<file path="src/rtl/cubehash_pkg.sv">
// Shared definitions for the CubeHash round-state controller: state encoding,
// default geometry and the round counter width.
package cubehash_pkg;

  localparam int BLOCK_W_DEF  = 256;
  localparam int R_ROUNDS_DEF = 16;
  localparam int F_ROUNDS_DEF = 160;
  localparam int CNT_W        = 8;

  typedef enum logic [2:0] {
    ST_IDLE   = 3'd0,
    ST_PREP   = 3'd1,
    ST_ABSORB = 3'd2,
    ST_ROUND  = 3'd3,
    ST_WAIT   = 3'd4,
    ST_FINAL  = 3'd5,
    ST_OUT    = 3'd6
  } state_t;

endpackage

</file>
<file path="src/rtl/cubehash_round_cnt.sv">
// Round counter: clears on every controller state change, counts while enabled,
// and flags the last cycle of a phase whose length is given by limit.
module cubehash_round_cnt
  import cubehash_pkg::*;
(
  input  logic             clk,
  input  logic             rst_n,
  input  logic             clear,
  input  logic             en,
  input  logic [CNT_W-1:0] limit,
  output logic [CNT_W-1:0] cnt,
  output logic             tc
);

  always_ff @(posedge clk or negedge rst_n) begin
    if (!rst_n) begin
      cnt <= '0;
    end else if (clear) begin
      cnt <= '0;
    end else if (en) begin
      cnt <= cnt + CNT_W'(1);
    end
  end

  // tc is high during the final cycle of a limit-cycle phase.
  assign tc = (cnt == (limit - CNT_W'(1)));

endmodule

</file>
<file path="src/rtl/cubehash_ctrl.sv">
// CubeHash control FSM: accepts message blocks, sequences absorb/round/final
// phases and drives the strobes of the external round-state block.
module cubehash_ctrl
  import cubehash_pkg::*;
#(
  parameter int BLOCK_W  = BLOCK_W_DEF,
  parameter int R_ROUNDS = R_ROUNDS_DEF,
  parameter int F_ROUNDS = F_ROUNDS_DEF
) (
  input  logic               clk,
  input  logic               rst_n,
  input  logic               blk_valid,
  input  logic [BLOCK_W-1:0] blk_data,
  input  logic               blk_last,
  output logic               blk_ready,
  output logic [BLOCK_W-1:0] block,
  output logic               start1,
  output logic               in_en,
  output logic               done,
  output logic               xor_fin,
  output logic               out_en,
  output logic               stop_process,
  output logic               busy,
  output state_t             state_dbg
);

  // Handshake: a block transfers on a rising clk edge where blk_valid and
  // blk_ready are both high; blk_ready never depends on blk_valid, and
  // blk_valid outside IDLE/WAIT is simply left pending upstream.

  state_t           state, state_nxt;
  logic             last_q, first_q;
  logic             out_of_reset;
  logic             accept;
  logic             cnt_clear, cnt_en, cnt_tc;
  logic [CNT_W-1:0] cnt, cnt_limit;

  assign accept    = blk_valid & blk_ready;
  assign cnt_clear = (state_nxt != state);
  assign state_dbg = state;

  always_ff @(posedge clk or negedge rst_n) begin
    if (!rst_n) begin
      state <= ST_IDLE;
    end else begin
      state <= state_nxt;
    end
  end

  // Keeps blk_ready low while rst_n is low without using rst_n as data.
  always_ff @(posedge clk or negedge rst_n) begin
    if (!rst_n) begin
      out_of_reset <= 1'b0;
    end else begin
      out_of_reset <= 1'b1;
    end
  end

  always_ff @(posedge clk or negedge rst_n) begin
    if (!rst_n) begin
      block   <= '0;
      last_q  <= 1'b0;
      first_q <= 1'b0;
    end else if (accept) begin
      block   <= blk_data;
      last_q  <= blk_last;
      first_q <= (state == ST_IDLE);
    end
  end

  always_comb begin
    state_nxt    = state;
    blk_ready    = 1'b0;
    start1       = 1'b0;
    in_en        = 1'b0;
    done         = 1'b0;
    xor_fin      = 1'b0;
    out_en       = 1'b0;
    stop_process = 1'b1;
    busy         = 1'b1;
    cnt_en       = 1'b0;
    cnt_limit    = CNT_W'(F_ROUNDS);
    case (state)
      ST_IDLE, ST_WAIT: begin
        busy      = 1'b0;
        blk_ready = out_of_reset;
        if (blk_valid && out_of_reset) state_nxt = ST_PREP;
      end
      ST_PREP: begin
        in_en     = 1'b1;
        start1    = first_q;
        state_nxt = ST_ABSORB;
      end
      ST_ABSORB: begin
        done         = 1'b1;
        stop_process = 1'b0;
        state_nxt    = ST_ROUND;
      end
      ST_ROUND: begin
        // A non-final block leaves one round short; the next ABSORB supplies it.
        stop_process = 1'b0;
        cnt_en       = 1'b1;
        cnt_limit    = last_q ? CNT_W'(R_ROUNDS) : CNT_W'(R_ROUNDS - 1);
        if (cnt_tc) state_nxt = last_q ? ST_FINAL : ST_WAIT;
      end
      ST_FINAL: begin
        stop_process = 1'b0;
        cnt_en       = 1'b1;
        xor_fin      = (cnt == '0);
        if (cnt_tc) state_nxt = ST_OUT;
      end
      ST_OUT: begin
        out_en    = 1'b1;
        state_nxt = ST_IDLE;
      end
      default: state_nxt = ST_IDLE;
    endcase
  end

  cubehash_round_cnt u_round_cnt (
    .clk   (clk),
    .rst_n (rst_n),
    .clear (cnt_clear),
    .en    (cnt_en),
    .limit (cnt_limit),
    .cnt   (cnt),
    .tc    (cnt_tc)
  );

endmodule

</file>
<file path="config.mk">
export PLATFORM = sky130hd
export DESIGN_NAME = cubehash_ctrl
export DESIGN_NICKNAME = d
export VERILOG_FILES = /design/src/rtl/cubehash_pkg.sv /design/src/rtl/cubehash_round_cnt.sv /design/src/rtl/cubehash_ctrl.sv
export SDC_FILE = /design/constraint.sdc
export NUM_CORES = 1
export LEC_CHECK = 0
export ABC_CLOCK_PERIOD_IN_PS = 2300
export BUFFER_PORTS_ARGS = -buffer_cell sky130_fd_sc_hd__buf_4
export CORE_AREA = 2 2 206 208
export CTS_CLUSTER_DIAMETER = 50
export DETAILED_ROUTE_END_ITERATION = 8
export DIE_AREA = 0 0 208 210
export PLACE_DENSITY_LB_ADDON = 0.08
export SYNTH_ARGS = -nofsm -noshare
export SYNTH_HDL_FRONTEND = slang
export SYNTH_SLANG_ARGS = --single-unit
</file>
<file path="constraint.sdc">
create_clock -name clk -period 2.3 [get_ports clk]
set_input_delay 0.23 -clock clk [delete_from_list [all_inputs] [get_ports clk]]
set_output_delay 0.23 -clock clk [all_outputs]
set_load 0.02 [all_outputs]
</file>
# Word-level counts from Yosys, hierarchy flattened
# Cells that the tools add are included.
[classes]
n_mux = 18
bitwise = 1
magnitude_cmp = 0
n_eq_ne = 8
shifts = 0
reduce_logical = 7
n_mul = 0
add_sub_neg = 2
div = 0
[ops]
columns = ["operator", "n"]
rows = [
  ["two-way mux 8 bit", 3],
  ["one-hot mux 3 bit (5 select lines)", 1],
  ["two-way mux 1 bit", 10],
  ["equality test 3 bit (second input constant)", 3],
  ["two-way mux 3 bit", 3],
  ["adder 8 x 1 -> 8 bit (second input constant)", 1],
  ["equality test 8 bit", 1],
  ["zero test 8 bit", 1],
  ["subtractor 8 x 1 -> 8 bit (second input constant)", 1],
  ["equality test 3 x 2 -> 1 bit (second input constant)", 2],
  ["two-way mux 5 bit", 1],
  ["OR reduction 2 bit", 2],
  ["equality test 3 x 1 -> 1 bit (second input constant)", 1],
  ["zero test 3 bit", 1],
  ["!= test 3 bit", 1],
  ["OR reduction 3 bit", 1],
  ["nonzero test 2 bit", 1],
  ["AND 1 bit", 1],
  ["logical AND 1 bit", 1],
]
[totals]
memories = 0
mem_bits_ro = 0
latch_bits = 0
reg_bits = 270
wordCells = 42
ramBits = 0
output_inout_bits = 267

# Depth between registers and ports, before layout
# Gate-level depths: netlist of the first run.
[logic_depth]
ltp_word = 8
ltp_mapped = 9
mapped_depth_nobuf = 8

# By module
# A second synthesis of the first run with hierarchy kept.
[hier_totals]
cells_unflattened = 655
hier_area_um2 = 11327.1
[by_module_without_submodules]
columns = ["module", "cells_per_inst", "area_per_inst_um2", "seq_area_each_um2", "n_inst"]
rows = [
  ["cubehash_ctrl", 585, 10694.0, 6556.3, 1],
  ["cubehash_round_cnt", 70, 633.1, 200.2, 1],
]

# Worst setup path before layout of the first run
# No wires, ideal clock.
[synth_timing]
path_kind = "reg-to-reg"
startpoint = "reg state[2] (netlist: state_dbg[2])"
endpoint = "reg u_round_cnt.cnt[0]"
synth_period_minus_slack_ps = 2579
setup_slack_ps = -279
stages_incl_launch_ff = 9
path_buffers = 1
t_arrival_ps = 2435
setup_time_ps = 144
t_required_ps = 2156
path_cell_list = "dfrtp_1 buf_2 and4bb_2 inv_1 ha_1 xnor2_1 or4_4 a2111oi_4 nor3_1"
[synth_via]
elab_chain_cells = 8
elab_cells_between_ends = 19
[synth_rtl]
columns = ["item", "line", "rtl"]
rows = [
  ["from (decl)", "cubehash_ctrl.sv:31", "state_t state, state_nxt;"],
  ["from (signal assigned)", "cubehash_ctrl.sv:46", "state <= state_nxt;"],
  ["equality test 3 x 2 -> 1 bit", "cubehash_ctrl.sv:83", "case (state)"],
  ["two-way mux 8 bit", "cubehash_ctrl.sv:83", ""],
  ["subtractor 8 x 1 -> 8 bit", "cubehash_round_cnt.sv:26", "assign tc = (cnt == (limit - CNT_W'(1)));"],
  ["equality test 8 bit", "cubehash_round_cnt.sv:26", ""],
  ["two-way mux 3 bit, on equally long branches", "cubehash_ctrl.sv:110, cubehash_ctrl.sv:104", ""],
  ["one-hot mux 3 bit (5 select lines)", "cubehash_ctrl.sv:83", ""],
  ["!= test 3 bit", "cubehash_ctrl.sv:39", "assign cnt_clear = (state_nxt != state);"],
  ["two-way mux 8 bit or nonzero test 2 bit (tied branches)", "--", ""],
  ["to (signal assigned)", "cubehash_round_cnt.sv:21", "cnt <= cnt + CNT_W'(1);"],
  ["to (decl)", "cubehash_round_cnt.sv:11", "output logic [CNT_W-1:0] cnt,"],
]
# Several ways; a longest one is shown, not always the timed one.
# A chain may end at the register's enable or synchronous reset.

# Worst setup path in the final report of the first run
[layout_timing]
startpoint = "reg state[2] (netlist: state_dbg[2])"
endpoint = "reg u_round_cnt.cnt[1]"
# Same word-level chain as after synthesis.

==> results.cfg, run 1 <==
[drt]
drc_errors = 0
num_vias = 10500
ant_nets = 0
firstDrtPassIters = 5
wirelength_mm = 41.2
drt-wirelength-per-cell_um = 16.1
viasPerCell = 4.13
drt-initial-drc-count = 531

[worst_hold_path]
hold_path.class = primary input to flop

[synth]
yosysUniqueCellTypes = 38
synthAdderAreaFrac = 0.00479
yosysWarnings = 0
ys.flop_type = dfrtp_1
synth_top_family_by_area = simple AND/OR/NAND/NOR gates
synth_nets = 1448
synth.avg_cell_area_sq_um = 8.83
synth_edf_count = 0
synth_compound_area_frac = 0.0133
synth_xor_area_frac = 0.00826
seq_area_frac_synth = 0.646
synthSimpleGateAreaFrac = 0.301
ys_ff_latch = 270
syn_inst = 1184
synthMuxAreaShare = 0.000957
synth.cell_area_sq_um = 10500
async_flop_share = 1.00

[worst_setup_path]
cp.arrival_ps = 2650
critPathLaunchType = flop
cp_data_required_time_ps = 2680
reg2reg_slack_ps = 30
path_max_fanout = 8
endpoint_kind = flop
critPathKind = flop to flop
cp_slowest_cell = or4_4
critPathMaxStageDelay_ps = 470
cp_cell_sequence = and4bb_2, inv_2, ha_4, xnor2_1, or4_4, a2111oi_4, buf_6, nor3_1

[timing]
fin_hold_ws_ps = 142
fin_skew_ps = 14.7
period_share = 0.985
period_minus_slack_ps = 2270
fmax_mhz = 441
max_slew.worst_pin.slew_ps = 674
relSlewSlack = 0.551
hold_viol_final = 0
setup_viol = 0
maxSlewViolCount = 0
rsz0062_at_grt = yes

[final_layout]
regArea_sq_um = 6760
num-nets-final = 2252
nFillCells = 4086
layout_commonest_cell = nand2_1
multi_input_area_sq_um = 3520
final_cell_mix = nand2_1, buf_4, dfrtp_1
drive_gt1_frac = 0.324
insertedDiodeCount = 0
final_core_util = 0.464
syn2layout_area_growth_pct = 84.1

[clock_network]
cts_tree = built
post_cts.repair.setup_buffers = 0
clkLatencyLatePin_ps = 530
htreeDepth = 2
clk_pin_slew_ps = 50
clock_path_buffers = 3
cts.sinks = 270
numCtsBuffers = 40
cts.root.buffer_cell = clkbuf_16

[power_and_ir_drop]
power_density_nw_per_um2 = 612
p_leak_nw = 10.8
ir_worst_vdd_uv = 380

[die]
die_area_sq_um = 43700
start_util = 0.252
die_x_um = 208
placement_rows = 75
fp.dieH_um = 210
fp.coreArea_sq_um = 41500
io_pins = 527

[global_routing]
grt-ovfl-total = 0
grt_use_total = 0.186
grt_start_max_net_pins = 90
grt_pass1_wl_mm = 63.7
antenna_found_initial = 2
first_global_vias = 11000

[place]
dp_hpwl_mm = 29.4
gp_routability_congestion = 0.793
port_buffers = 526

[flow_run]
drv_cap = 0

[outcome]
status = complete, no violations
-- where the power goes --
group          internal [mW]  switching [mW]
logic                  0.587           0.267
clock network           3.86            2.31
registers               4.75         0.00125
total                   9.20            2.58
-- cells in the mapped netlist (2+ instances only) --
master	number	area, sq um
xor2_1	5	43.8
nand2_1	780	2930
nor3_1	8	40.0
nand3_1	7	35.0
nor2_1	5	18.8
a211oi_1	5	37.5
o21ai_0	3	15.0
clkbuf_1	53	199
and3_1	4	25.0
or3_1	2	12.5
and2_1	2	12.5
xnor2_1	3	26.3
ha_1	4	50.1
a211o_2	2	20.0
inv_1	6	22.5
buf_1	4	15.0
dfrtp_1	270	6760
-- metal layers --
metal	track usage	routed length [um]	vias up
li1	-	-	5229
met1	0.225	16700	4878
met2	0.312	20000	353
met3	0.0536	3020	81
met4	0.0778	1440	4
met5	0	27	-
-- stage by stage --
stage	setup TNS, ps	instances	area, sq um	worst slack [ps]	power, mW
global route	-501	2556	19300	-71.9	12.3
CTS	0	2556	19200	1.51	12.0
detailed placement	0	2227	15300	10.8	5.32
finish	0	2556	19300	35.0	11.8
floorplan	-431	1184	10500	-54.1	4.84
global placement	0	2227	15300	41.7	5.32
-- cell families after synthesis --
kind of cell             Yosys count
buffers and inverters             66
adder cells (fa/ha/maj)            4
multiplexers                       1
flip-flops                       270
XOR/XNOR                           9
AND/OR/NAND/NOR                  817
AO/OA/AOI/OAI                     16
other                              1
-- final cells by class --
| cell class | count | area share |
|---|---|---|
| repair buffers | 822 | 0.360 |
| flip-flops and latches | 270 | 0.351 |
| multi-input cells | 848 | 0.183 |
| clock buffers | 50 | 0.0571 |
| well taps | 539 | 0.0350 |
| clock inverters | 21 | 0.0128 |
| inverters | 6 | 0.00117 |
-- registers in the layout, summed over array words and instances (netlist names) --
signal,count
out_of_reset,1
last_q,1
block,256
first_q,1
u_round_cnt.cnt,8
state_dbg,3
-- final timing paths --
check                                  startpoint                             end  cells after the start
setup / recovery           state_dbg[2]$_DFF_PN0_  u_round_cnt.cnt[1]$_DFFE_PN0P_                      8
max in group asynchronous                   rst_n          block[205]$_DFFE_PN0P_                      3
hold / removal                          blk_valid          state_dbg[2]$_DFF_PN0_                      3
setup reg to reg           state_dbg[2]$_DFF_PN0_  u_round_cnt.cnt[1]$_DFFE_PN0P_                      8
min in group asynchronous                   rst_n          block[234]$_DFFE_PN0P_                      2
hold reg to reg            block[202]$_DFFE_PN0P_          block[202]$_DFFE_PN0P_                      2
-- worst max-delay path, delay by kind of cell, from the launching register on --
kind | cells | cell delay [ps]
and+or+nand+nor | 3 | 870
DFF | 1 | 420
buffers and inverters | 2 | 240
adders and majority gates | 1 | 230
AOI/OAI and AO/OA | 1 | 230
xor gates and xnor gates | 1 | 120
-- what timing repair did --
action                                  in CTS  in global routing
hold buffers                               258                  0
endpoints found under the setup margin       2                 12
hold endpoints to repair                   310                  0
resized for setup                            2                  5
pin swaps                                    2                  0
Power figures use the tool's default switching activity.
==> run 2, diff against run 1 <==
- CELL_PAD_IN_SITES_DETAIL_PLACEMENT: default -> 2
- CELL_PAD_IN_SITES_GLOBAL_PLACEMENT: default -> 2
- CORE_AREA: 2 2 206 208 -> default
- CORE_MARGIN: default -> 2
- CORE_UTILIZATION: default -> 22
- DIE_AREA: 0 0 208 210 -> default
- PLACE_DENSITY_LB_ADDON: 0.08 -> 0.1
==> run 2 against run 1 <==
  * Register-to-register slack worse by 30 ps
  * Critical path depth unchanged
  * Count of clock-buffer cells in the layout up 5
  * Clock power up 3.7%
  * Cell count up 2.6%
  * Die area up 13%
  * Non-clock buffer count down 6
  * Sequential power about the same
  * Power up 1.9%
  * Fmax down 1.3%
  * Clock skew down 0.66 ps
  * Largest cell class unchanged
  * Highest routed layer is now met4
==> results.cfg, run 2 (synthesized netlist as in run 1, its figures left out) <==
[worst_setup_path]
cp.arrival_ps = 2680
cp_data_required_time_ps = 2680
critPathLaunchType = flop
path_max_fanout = 8
critPathKind = flop to flop
endpoint_kind = flop
cp_cell_sequence = and4bb_2, inv_2, ha_4, xnor2_1, or4_4, a2111oi_4, buf_6, nor3_1
cp_slowest_cell = or4_4
critPathMaxStageDelay_ps = 480

[outcome]
status = complete, no violations

[final_layout]
largest_reg_flops = 256
syn2layout_area_growth_pct = 85.5
layout_commonest_cell = nand2_1
drive_gt1_frac = 0.322
finalNonFillerCells = 2623
final_cell_mix = nand2_1, buf_4, dfrtp_1
num-nets-final = 2247
regMostFlops = block

[place]
dp_cells = 2287
port_buffers = 526
dpl_worst_slack_ps = -52.0
gp_routability_congestion = 0.746
dp_hpwl_mm = 33.0

[timing]
setup_viol = 0
rsz0062_at_grt = yes
finalWorstSetupSlack_ps = 6.01
period_minus_slack_ps = 2290
hold_viol_final = 0
fmax_mhz = 436
period_share = 0.997
relSlewSlack = 0.545
fin_skew_ps = 14.0
max_slew.worst_pin.slew_ps = 680
finalSetupTns_ps = 0
maxSlewViolCount = 0

[drt]
num_vias = 11100
drt-wirelength-per-cell_um = 18.7
ant_nets = 0
viasPerCell = 4.24
drc_errors = 0
firstDrtPassIters = 4
drt-initial-drc-count = 454
wirelength_mm = 49.1

[die]
io_pins = 527
die_x_um = 222
fp.coreArea_sq_um = 46800
start_util = 0.224
die_area_sq_um = 49300
fp.dieH_um = 222
placement_rows = 79

[global_routing]
first_global_vias = 12900
antenna_found_initial = 5
grt-ovfl-total = 0
grt_start_max_net_pins = 102
grt_pass1_wl_mm = 76.1
grt_use_total = 0.198

[power_and_ir_drop]
p_leak_nw = 10.8
power_density_nw_per_um2 = 619
ir_worst_vdd_uv = 386

[clock_network]
cts.root.buffer_cell = clkbuf_16
cts.sinks = 270
htreeDepth = 2
clk_pin_slew_ps = 50
numCtsBuffers = 41
clock_path_buffers = 3
clkLatencyLatePin_ps = 540
cts_tree = built

[worst_hold_path]
hold_path.class = primary input to flop

[flow_run]
drv_cap = 0
[run 2: cell types whose count changed in the layout (fill, tap and decap cells not counted), sizes merged]
cell | previous run | this run
buf | 564 | 558
clkbuf | 50 | 55
clkinv | 10 | 6
clkinvlp | 5 | 4
diode | 0 | 4
inv | 8 | 9
[run 2: path summary, 6_finish.rpt]
kind                       cells after the start                              to  slack [ps]              startpoint
hold reg to reg                                2          block[125]$_DFFE_PN0P_         480  block[125]$_DFFE_PN0P_
max in group asynchronous                      3           block[41]$_DFFE_PN0P_        1330                   rst_n
min in group asynchronous                      2          block[213]$_DFFE_PN0P_         210                   rst_n
hold / removal                                 3          state_dbg[2]$_DFF_PN0_         140               blk_valid
setup / recovery                               8  u_round_cnt.cnt[0]$_DFFE_PN0P_           6  state_dbg[2]$_DFF_PN0_
setup reg to reg                               8  u_round_cnt.cnt[0]$_DFFE_PN0P_           6  state_dbg[2]$_DFF_PN0_
[run 2: final cells by class]
cell class	instances	area [sq um]
tap	607	759
clock buffer	55	1180
antenna	4	10.0
clock inverter	17	206
sequential	270	6760
timing repair buffer	816	6920
inverter	6	22.5
fill	5113	27400
multi-input combinational	848	3530
[run 2: where the power goes]
part / switching (mW) / internal [mW] / total [mW]
registers: 0.00125 / 4.76 / 4.76
logic: 0.274 / 0.578 / 0.852
clock network: 2.36 / 4.04 / 6.40
total: 2.63 / 9.37 / 12.0
[run 2: metal layers]
layer | track usage | vias to the layer above | share of wire | wire length [um]
met5 | 0 | - | 0 | 0
met4 | 0.0885 | 0 | 0.043 | 2120
met3 | 0.0538 | 95 | 0.061 | 2970
met2 | 0.360 | 327 | 0.52 | 25600
met1 | 0.216 | 5491 | 0.37 | 18400
li1 | - | 5207 | - | -
[run 2: per-stage QoR]
step           hold slack (ps)  total power [mW]   util  instance area (sq um)
2_1_floorplan            -65.6              4.84      -                  10500
3_3_place_gp               188              5.31  0.328                  15400
3_5_place_dp               186              5.31  0.328                  15400
4_1_cts                   87.0              12.2  0.414                  19400
5_1_grt                    134              12.5  0.415                  19400
6_report                   137              12.0  0.415                  19400
[run 2: repair_timing]
item                                   in CTS  in global routing
resized for setup                           4                  5
setup buffers                               2                  0
setup endpoints to repair                  11                 12
pin swaps                                   2                  0
endpoints found under the hold margin     299                  0
hold buffers                              258                  0
[run 2: worst max-delay path: cells and delay by family, from the launching register on]
| kind | cells | cell delay (ps) |
|---|---|---|
| AO/OA/AOI/OAI | 1 | 230 |
| XOR/XNOR | 1 | 120 |
| adder cells (fa/ha/maj) | 1 | 230 |
| buffers and inverters | 2 | 250 |
| flip-flops | 1 | 430 |
| AND/OR/NAND/NOR | 3 | 870 |
==> run 3, diff against run 2 <==
- CORE_UTILIZATION: 22 -> 28
- SYNTH_HIERARCHICAL: default -> 1
==> run 3 against run 2 <==
  * The flow now finishes with violations (setup timing)
  * Cell area is 5.2% higher
  * Power rose by 60%
  * Non-clock buffer count up 16
  * Sequential power grew 33%
  * Critical path depth is 8 higher
  * Die area down 15%
  * Routed wire length up 1.3%
  * Flip-flop and latch count stayed put
  * Synthesized cell count is 45% lower
  * Global-route usage is 3.7 points higher
  * Utilization increased by 9.8 points
  * Clock skew increased by 5.0 ps
  * Critical endpoint is now u_round_cnt/cnt[7]$_DFFE_PN0P_
  * Largest power group unchanged
==> results.cfg, run 3 <==
[worst_setup_path]
endpoint_kind = flop
cp_data_required_time_ps = 2770
critPathLaunchType = flop
path_max_fanout = 5
critPathKind = flop to flop
cp.arrival_ps = 3480

[timing]
relSlewSlack = 0.666
hold_viol_final = 0
max_slew.worst_pin.slew_ps = 498
fmax_mhz = 332
fin_hold_ws_ps = 113
period_minus_slack_ps = 3010
finalSetupTns_ps = -4890
maxSlewViolCount = 0
fin_skew_ps = 19.0
finalWorstSetupSlack_ps = -713
rsz0062_at_grt = yes
setup_viol = 11
period_share = 1.31

[die]
start_util = 0.284
io_pins = 527
die_x_um = 205
die_area_sq_um = 42100
fp.coreArea_sq_um = 39800
placement_rows = 73
fp.dieH_um = 205

[place]
gp_routability_congestion = 0.756
dpl_worst_slack_ps = -824
port_buffers = 526
dp_hpwl_mm = 31.1

[clock_network]
clk_pin_slew_ps = 50
htreeDepth = 2
cts_tree = built
cts.root.buffer_cell = clkbuf_16
clock_path_buffers = 3
numCtsBuffers = 42
clkLatencyLatePin_ps = 560
cts.sinks = 270

[final_layout]
nFillCells = 3678
num-nets-final = 1761
layout_commonest_cell = buf_4
largest_reg_flops = 256
drive_gt1_frac = 0.608
final_cell_mix = buf_4, dfrtp_1, dlygate4sd3_1
syn2layout_area_growth_pct = 80.1
regMostFlops = block

[global_routing]
first_global_vias = 11000
grt-ovfl-total = 0
grt_pass1_wl_mm = 73.3
grt_start_max_net_pins = 56
antenna_found_initial = 5
grt_use_total = 0.235

[outcome]
violations = setup timing
status = complete, but fails checks

[synth]
yosysMostFrequentCell = dfrtp_1
ys.flop_type = dfrtp_1
syn_inst = 655
async_flop_share = 1.00
synth_edf_count = 0
yosysUniqueCellTypes = 45
synth.cell_area_sq_um = 11300
yosysWarnings = 6
synth_area_leaders = dfrtp_1, mux2_4, mux2_2
seq_area_frac_synth = 0.596
synth_top_area_frac = 0.596
synthTopCellsByCount = dfrtp_1, mux2_4, mux2_2
yosys.area.top_type = dfrtp_1
ys_ff_latch = 270
synth.avg_cell_area_sq_um = 17.3

[drt]
viasPerCell = 4.37
num_vias = 8998
drc_errors = 0
firstDrtPassIters = 4
drt-wirelength-per-cell_um = 24.1
ant_nets = 0
drt-initial-drc-count = 250
wirelength_mm = 49.7

[worst_hold_path]
hold_path.class = primary input to flop

[power_and_ir_drop]
p_leak_nw = 10.7
ir_worst_vdd_uv = 448
power_mw = 19.3
power_density_nw_per_um2 = 944

[flow_run]
drv_cap = 0
[run 3: worst paths after layout]
check / startpoint / end / slack, ps / cells past startpoint
worst max register to register: state_dbg[0]$_DFF_PN0_ / u_round_cnt/cnt[7]$_DFFE_PN0P_ / -710 / 16
worst max-delay path: state_dbg[0]$_DFF_PN0_ / u_round_cnt/cnt[7]$_DFFE_PN0P_ / -710 / 16
max in group asynchronous: rst_n / block[94]$_DFFE_PN0P_ / 1330 / 3
min in group asynchronous: rst_n / block[223]$_DFFE_PN0P_ / 240 / 2
worst min register to register: first_q$_DFFE_PN0P_ / first_q$_DFFE_PN0P_ / 480 / 2
worst min-delay path: blk_valid / state_dbg[2]$_DFF_PN0_ / 110 / 4
[run 3: area by class of cell]
class,instances,area [sq um],area share
Clock inverter,23,349,0.0171
Multi-Input combinational cell,348,4410,0.216
Clock buffer,52,1140,0.0559
Sequential cell,270,6760,0.331
Tap cell,525,657,0.0322
Antenna cell,4,10.0,0.000491
Timing Repair Buffer,832,7050,0.346
Inverter,5,21.3,0.00104
[run 3: per-layer routing]
metal,GRT usage,up-vias,part of all wire
li1,-,4000,-
met1,0.251,4505,0.36
met2,0.427,399,0.52
met3,0.0727,92,0.076
met4,0.0999,2,0.038
met5,0,-,0.00022
[run 3: critical path: stages (launching register included)]
cell and delay (ps):
dfrtp_2 420, nand2_4 80, nor2_4 40, inv_4 60, nor2_4 50, buf_6 120, or4_4 580, nor2_4 140
nand4b_1 120, a211oi_2 310, inv_1 100, a32o_2 250, a21oi_2 140, buf_6 140, o2111ai_2 110, xor2_1 180
nor2_1 120
[run 3: power by group]
part	internal, mW	switching, mW	total, mW	leakage (nW)
Clock	4.44	2.52	6.96	0.723
Combinational	3.10	2.86	5.95	6.49
Sequential	5.67	0.673	6.34	3.44
Total	13.2	6.05	19.3	10.7
[run 3: logic make-up after synthesis]
logic type | after synthesis | synth area share
multiplexers | 258 | 0.322
adder cells (fa/ha/maj) | 2 | 0.00221
XOR/XNOR | 14 | 0.0108
buffers and inverters | 39 | 0.0289
other | 2 | 0.000663
flip-flops | 270 | 0.596
AND/OR/NAND/NOR | 51 | 0.0261
AO/OA/AOI/OAI | 19 | 0.0131
[run 3: timing repair]
item                                    CTS  global route
endpoints found under the setup margin   11            12
pin swaps                                 5             9
hold buffers                            258             0
hold endpoints to repair                318             0
resized for setup                         6            20
buffers inserted                          2             3
[run 3: per-stage QoR]
step | utilization | std cells | area (sq um)
global placement | 0.406 | 1718 | 16200
global route | 0.512 | 2059 | 20400
floorplan | - | 657 | 11400
finish | 0.512 | 2059 | 20400
CTS | 0.510 | 2053 | 20300
detailed placement | 0.406 | 1718 | 16200
